**src/rtl/stack_frame_ctrl.sv**
```systemverilog
// Call-frame push/pop sequencer: validates the request against $sp bounds and alignment,
// streams the words through the data-memory port, then commits the new $sp in one write.
module stack_frame_ctrl #(
  parameter int             N        = 32,
  parameter logic [N-1:0]   SP_TOP   = 32'h0000_03C0,
  parameter logic [N-1:0]   SP_LIMIT = 32'h0000_0300,
  parameter int             CNT_W    = 4
) (
  input  logic             clk,
  input  logic             reset,
  input  logic             req_valid,
  input  logic             req_push,
  input  logic [CNT_W-1:0] req_count,
  output logic             req_ready,
  input  logic [N-1:0]     sp_value,
  output logic             sp_wr_en,
  output logic [N-1:0]     sp_wr_data,
  output logic [CNT_W-1:0] word_idx,
  input  logic [N-1:0]     push_data,
  output logic             mem_req,
  output logic             mem_we,
  output logic [N-1:0]     mem_addr,
  output logic [N-1:0]     mem_wdata,
  input  logic             mem_ack,
  input  logic [N-1:0]     mem_rdata,
  output logic             pop_valid,
  output logic [N-1:0]     pop_data,
  output logic             done,
  output logic             err
);

  typedef enum logic [2:0] {
    S_IDLE,
    S_XFER,
    S_COMMIT,
    S_FIN,
    S_ERR
  } state_t;

  localparam logic [CNT_W-1:0] CNT_ONE = CNT_W'(1);

  // Byte offset of a word count/index, zero-extended to the address width.
  function automatic logic [N-1:0] word_offset(input logic [CNT_W-1:0] cnt);
    word_offset = {{(N-CNT_W-2){1'b0}}, cnt, 2'b00};
  endfunction

  // Bounds are evaluated one bit wider than the address so neither side can wrap.
  function automatic logic push_fits(input logic [N-1:0] sp, input logic [CNT_W-1:0] cnt);
    push_fits = ({1'b0, sp} >= ({1'b0, word_offset(cnt)} + {1'b0, SP_LIMIT}));
  endfunction

  function automatic logic pop_fits(input logic [N-1:0] sp, input logic [CNT_W-1:0] cnt);
    pop_fits = (({1'b0, sp} + {1'b0, word_offset(cnt)}) <= {1'b0, SP_TOP});
  endfunction

  state_t           state, state_nxt;
  logic [CNT_W-1:0] idx, idx_nxt;
  logic             accept;
  logic             rd_ack;

  logic             push_q;
  logic [CNT_W-1:0] count_q;
  logic [N-1:0]     base_q;
  logic [N-1:0]     new_sp_q;

  logic             pop_vld_p1;
  logic [N-1:0]     pop_data_p1;
  logic [CNT_W-1:0] pop_idx_p1;

  assign rd_ack = (state == S_XFER) && mem_ack && !push_q;

  always_comb begin
    state_nxt = state;
    idx_nxt   = idx;
    accept    = 1'b0;
    case (state)
      S_IDLE: begin
        if (req_valid) begin
          accept  = 1'b1;
          idx_nxt = '0;
          if (req_count == '0)
            state_nxt = S_FIN;
          else if (sp_value[1:0] != 2'b00)
            state_nxt = S_ERR;
          else if (req_push ? !push_fits(sp_value, req_count) : !pop_fits(sp_value, req_count))
            state_nxt = S_ERR;
          else
            state_nxt = S_XFER;
        end
      end
      S_XFER: begin
        if (mem_ack) begin
          if (idx == count_q - CNT_ONE) begin
            state_nxt = S_COMMIT;
            idx_nxt   = '0;
          end else begin
            idx_nxt = idx + CNT_ONE;
          end
        end
      end
      S_COMMIT: state_nxt = S_FIN;
      S_FIN:    state_nxt = S_IDLE;
      S_ERR:    state_nxt = S_IDLE;
      default:  state_nxt = S_IDLE;
    endcase
  end

  always_ff @(posedge clk or negedge reset) begin
    if (!reset) begin
      state      <= S_IDLE;
      idx        <= '0;
      pop_vld_p1 <= 1'b0;
    end else begin
      state      <= state_nxt;
      idx        <= idx_nxt;
      pop_vld_p1 <= rd_ack;
    end
  end

  // Request capture: frame base and the final $sp are fixed at accept time.
  always_ff @(posedge clk) begin
    if (accept) begin
      push_q   <= req_push;
      count_q  <= req_count;
      base_q   <= req_push ? (sp_value - word_offset(req_count)) : sp_value;
      new_sp_q <= req_push ? (sp_value - word_offset(req_count))
                           : (sp_value + word_offset(req_count));
    end
  end

  // Stage p1: popped word and its index, presented the cycle after the ack.
  always_ff @(posedge clk) begin
    if (rd_ack) begin
      pop_data_p1 <= mem_rdata;
      pop_idx_p1  <= idx;
    end
  end

  assign req_ready  = (state == S_IDLE);
  assign mem_req    = (state == S_XFER);
  assign mem_we     = (state == S_XFER) && push_q;
  assign mem_addr   = (state == S_XFER) ? (base_q + word_offset(idx)) : '0;
  assign mem_wdata  = ((state == S_XFER) && push_q) ? push_data : '0;
  assign sp_wr_en   = (state == S_COMMIT);
  assign sp_wr_data = (state == S_COMMIT) ? new_sp_q : '0;
  assign done       = (state == S_FIN);
  assign err        = (state == S_ERR);
  assign pop_valid  = pop_vld_p1;
  assign pop_data   = pop_vld_p1 ? pop_data_p1 : '0;
  // Reads do not consume word_idx, so the popped word's index takes priority.
  assign word_idx   = pop_vld_p1 ? pop_idx_p1 :
                      ((state == S_XFER) ? idx : '0);

endmodule

```
**config.mk**
```make
export PLATFORM = sky130hd
export DESIGN_NAME = stack_frame_ctrl
export DESIGN_NICKNAME = d
export VERILOG_FILES = /design/src/rtl/stack_frame_ctrl.sv
export SDC_FILE = /design/constraint.sdc
export NUM_CORES = 1
export LEC_CHECK = 0
export ABC_CLOCK_PERIOD_IN_PS = 3300
export CAP_MARGIN = 20
export CORE_MARGIN = 2
export CORE_UTILIZATION = 42
export DETAILED_ROUTE_END_ITERATION = 10
export PLACE_DENSITY = 0.8
export SETUP_SLACK_MARGIN = 0.15
export SYNTH_ARGS = -nofsm -noshare
export SYNTH_HDL_FRONTEND = slang
export SYNTH_SLANG_ARGS = --single-unit
export TNS_END_PERCENT = 5
```
**constraint.sdc**
```tcl
create_clock -name clk -period 3.3 [get_ports clk]
set_clock_uncertainty 0.1 [all_clocks]
set_input_delay 0.66 -clock clk [delete_from_list [all_inputs] [get_ports clk]]
set_output_delay 0.66 -clock clk [all_outputs]
set_load 0.02 [all_outputs]
```
==> run metrics <==
# DRC=0; stages on the worst setup path=11; # H-tree levels=3; Yosys top cell area share=between 40 and 50%; ant diodes=0; DIE WIDTH=135.3 um; die boundary height=between 100 and 150 um; Post-CTS Hold Buffers=0; Critical-path top delay cell=edfxtp_1; number of I/O pins=244; critical path type=flop to output pin; static leakage power=4.460 nW; list of cells traversed by the critical path=buf_4 > buf_6 > fa_2 > a21o_1 > a21oi_4 > nor4_4 > and3_1 > nand2_1 > xor2_1 > nor2_1 > buf_4; number of filler cells placed in the layout=between 1000 and 1500; area taken by flip-flops and latches=between 3000 and 4000 um2; number of antenna violations at the first check in global routing=0; dominant cells by area after synthesis=edfxtp_1 (43%), xnor2_1 (6.4%), and2_1 (5.9%); critical path's top delay family=flip-flops; WP data required=around 2500 ps; CTS sink cnt=around 110; Starting DRT DRC Count=about 600; headroom to the max-slew limit=38.39%; number of global-route vias before repair=6344; placeable core region=17060 um2; RSZ-0062 raised after global routing=yes; async set or reset register ratio after synthesis=under 10%; aggregate global routing overflow=0; Post-synth EDFFs=around 100; Largest stage delay, worst path=between 400 and 500 ps; Routed WL=23.21 mm; Port Buf Inserts=243; most used flip-flop cell after synthesis=edfxtp_1; sequential fraction of the synthesis area=~45%; final RePlAce weighted congestion=approximately 0.95; detailed-router iteration count before antenna repair=7; peak fanout along the critical path=4; synthesized cell area=approximately 7200 um2; number of hold-slack violations in the final timing report=0; clk root buf=clkbuf_16; post-synthesis sequential element count=111; routed wirelength normalized by instance count=roughly 18 um; growth of design area from synthesis to finish=54.19%; violated checks=negative setup slack; TritonCTS clock tree=built; number of setup violations in the final report=2; Warnings, synthesis=0; maximum buffer depth of the clock tree=2; area used by multi-input combinational logic=around 3900 um2; Initial Utilization=about 42%; pin count of the biggest net entering global routing=69; first-pass GRT wire length=approximately 35 mm; Layout Nets=1179; Reg2Reg Depth=7; clock-pin slew on the worst setup and hold paths=around 90 ps; area after detailed placement=around 11000 um2; outcome=finished, violations left; category of the worst setup path capture point=output pin; via count=~6700; Worst-Skew Late Latency=between 300 and 400 ps; setup slack of the most critical reg-to-reg path=1130 ps; Worst Tran Pin Value=slightly above 900 ps; vias per cell=slightly above 5; Die Footprint=18310 um2; per-instance average area after synthesis=about 9.8 um2; overall global routing resource usage=approximately a quarter; Fmax achieved=around 300 MHz; final critical-path share of the clock period=100.9%; worst supply voltage drop on vdd=about 0.43 mV; clock period minus worst slack=about 3300 ps; total half-perimeter wirelength after legalization and detailed placement=around 18 mm; signal arrival time at the worst endpoint=approximately 2600 ps; Row Count=48; biggest area consumer among synthesized cells=edfxtp_1; cell with the most instances on the worst path=buf_4; CTS buffer count=9; fraction of layout cells with a size suffix above 1=21.00%; antenna-violating nets left=0; Tightest Hold Check Type=input pin to asynchronous set/reset pin; total power per unit cell area=approximately 490 nW/um2; Final Cell Area=11160 um2; Synth Instances=roughly 740; worst setup slack after layout=-29.46 ps; count of unique library cells instantiated by Yosys=63; utilization of the core after routing=roughly 65%; worst hold margin=484.9 ps; worst path buffer plus inverter count=3; syn nets=860; MaxCap Viol Count=0; max-slew violation total from the final report=0; type of origin of the critical path=flop
==> Yosys cell counts (all sizes together), types with 3 or more instances <==
library cell	n
edfxtp	103
nor2	76
and2	68
xnor2	53
and3	52
nand2	48
xor2	47
nand3	33
clkbuf	31
nor3	20
o21ai	20
a21oi	19
buf	18
inv	17
ha	14
nand4	10
nor4	9
or3	9
dfrtp	8
or2	8
nand2b	6
a21o	5
a31oi	5
mux2i	5
a211oi	4
and4	4
nor2b	4
fa	3
mux2	3
nor3b	3
nor4b	3
o21a	3
o31ai	3
==> cell families after synthesis <==
kind of cell / after synthesis / share of synthesized area [%]
AND/OR/NAND/NOR: 362 / 27.35
XOR/XNOR: 100 / 12.10
buffers and inverters: 66 / 4.044
flip-flops: 111 / 45.48
AO/OA/AOI/OAI: 74 / 6.618
multiplexers: 8 / 1.158
adder cells (fa/ha/maj): 17 / 3.249
==> stage by stage <==
step	instances	TNS (ps)	total power [mW]	setup WS, ps
finish	1287	-39.95	5.501	-29.46
CTS	1284	-235.0	5.477	-84.72
detailed placement	1265	-7690	4.288	-353.4
global route	1287	-543.7	5.750	-97.97
floorplan	738	0	3.163	250.8
global placement	1265	-6511	4.241	-324.2
==> state kept, by name, summed over array words and instances, names as in the netlist <==
register and cells:
pop_data_p1 32, base_q 32, new_sp_q 30, pop_valid 1, state 3, pop_idx_p1 4, push_q 1, idx 4
count_q 4
==> repair_timing <==
item | 4_1_cts | 5_1_grt
pin swaps | 16 | 15
setup buffers | 3 | 3
hold endpoints to repair | 0 | 0
setup endpoints to repair | 40 | 62
gates resized for setup | 143 | 52
==> worst paths after layout <==
check / start / end
worst max-delay path: base_q[3] / mem_addr[28]
worst min-delay path: reset / pop_valid
worst max register to register: state[2] / pop_data_p1[14]
worst min register to register: idx[3] / pop_idx_p1[3]
max in group asynchronous: reset / state[0]
min in group clk: idx[3] / pop_idx_p1[3]
==> routing by layer <==
metal  up-vias  global-route usage [%]  wire length [um]
met4         0                   7.350               449
met1      3155                   30.03              9313
li1       3224                       -                 -
met3        29                   4.340              1414
met5         -                       0                 0
met2       251                   45.35             12030
==> layout make-up <==
type	instances	share of cell area, %
inverters	17	0.5716
clock inverters	7	0.9862
flip-flops and latches	111	29.50
multi-input cells	561	35.21
repair buffers	357	29.19
well taps	225	2.522
clock buffers	9	2.017
==> power breakdown <==
| part | leakage [nW] | switching (mW) | internal [mW] |
|---|---|---|---|
| combinational | 3.24 | 1.27 | 1.03 |
| sequential | 1.06 | 0.162 | 1.85 |
| clock | 0.162 | 0.570 | 0.624 |
| total | 4.46 | 2.00 | 3.50 |
==> layout by cell type (no fill, tap or decap), types with 5 or more instances in the layout <==
cell and instances:
a21oi_1 15, dfrtp_1 8, a31oi_1 5, nand3_1 29
and3_1 51, clkbuf_16 9, nand2b_1 6, ha_1 9
dlymetal6s2s_1 8, xnor2_1 52, or2_2 6, a21o_1 5
and2_1 66, xor2_1 44, nor2_2 5, nor2_1 69
clkdlybuf4s50_1 208, mux2i_1 5, nand4_1 10, nand2_1 47
inv_1 15, or3_1 9, edfxtp_1 103, nor3_1 15
o21ai_0 15, buf_4 131
Power figures use the tool's default switching activity.
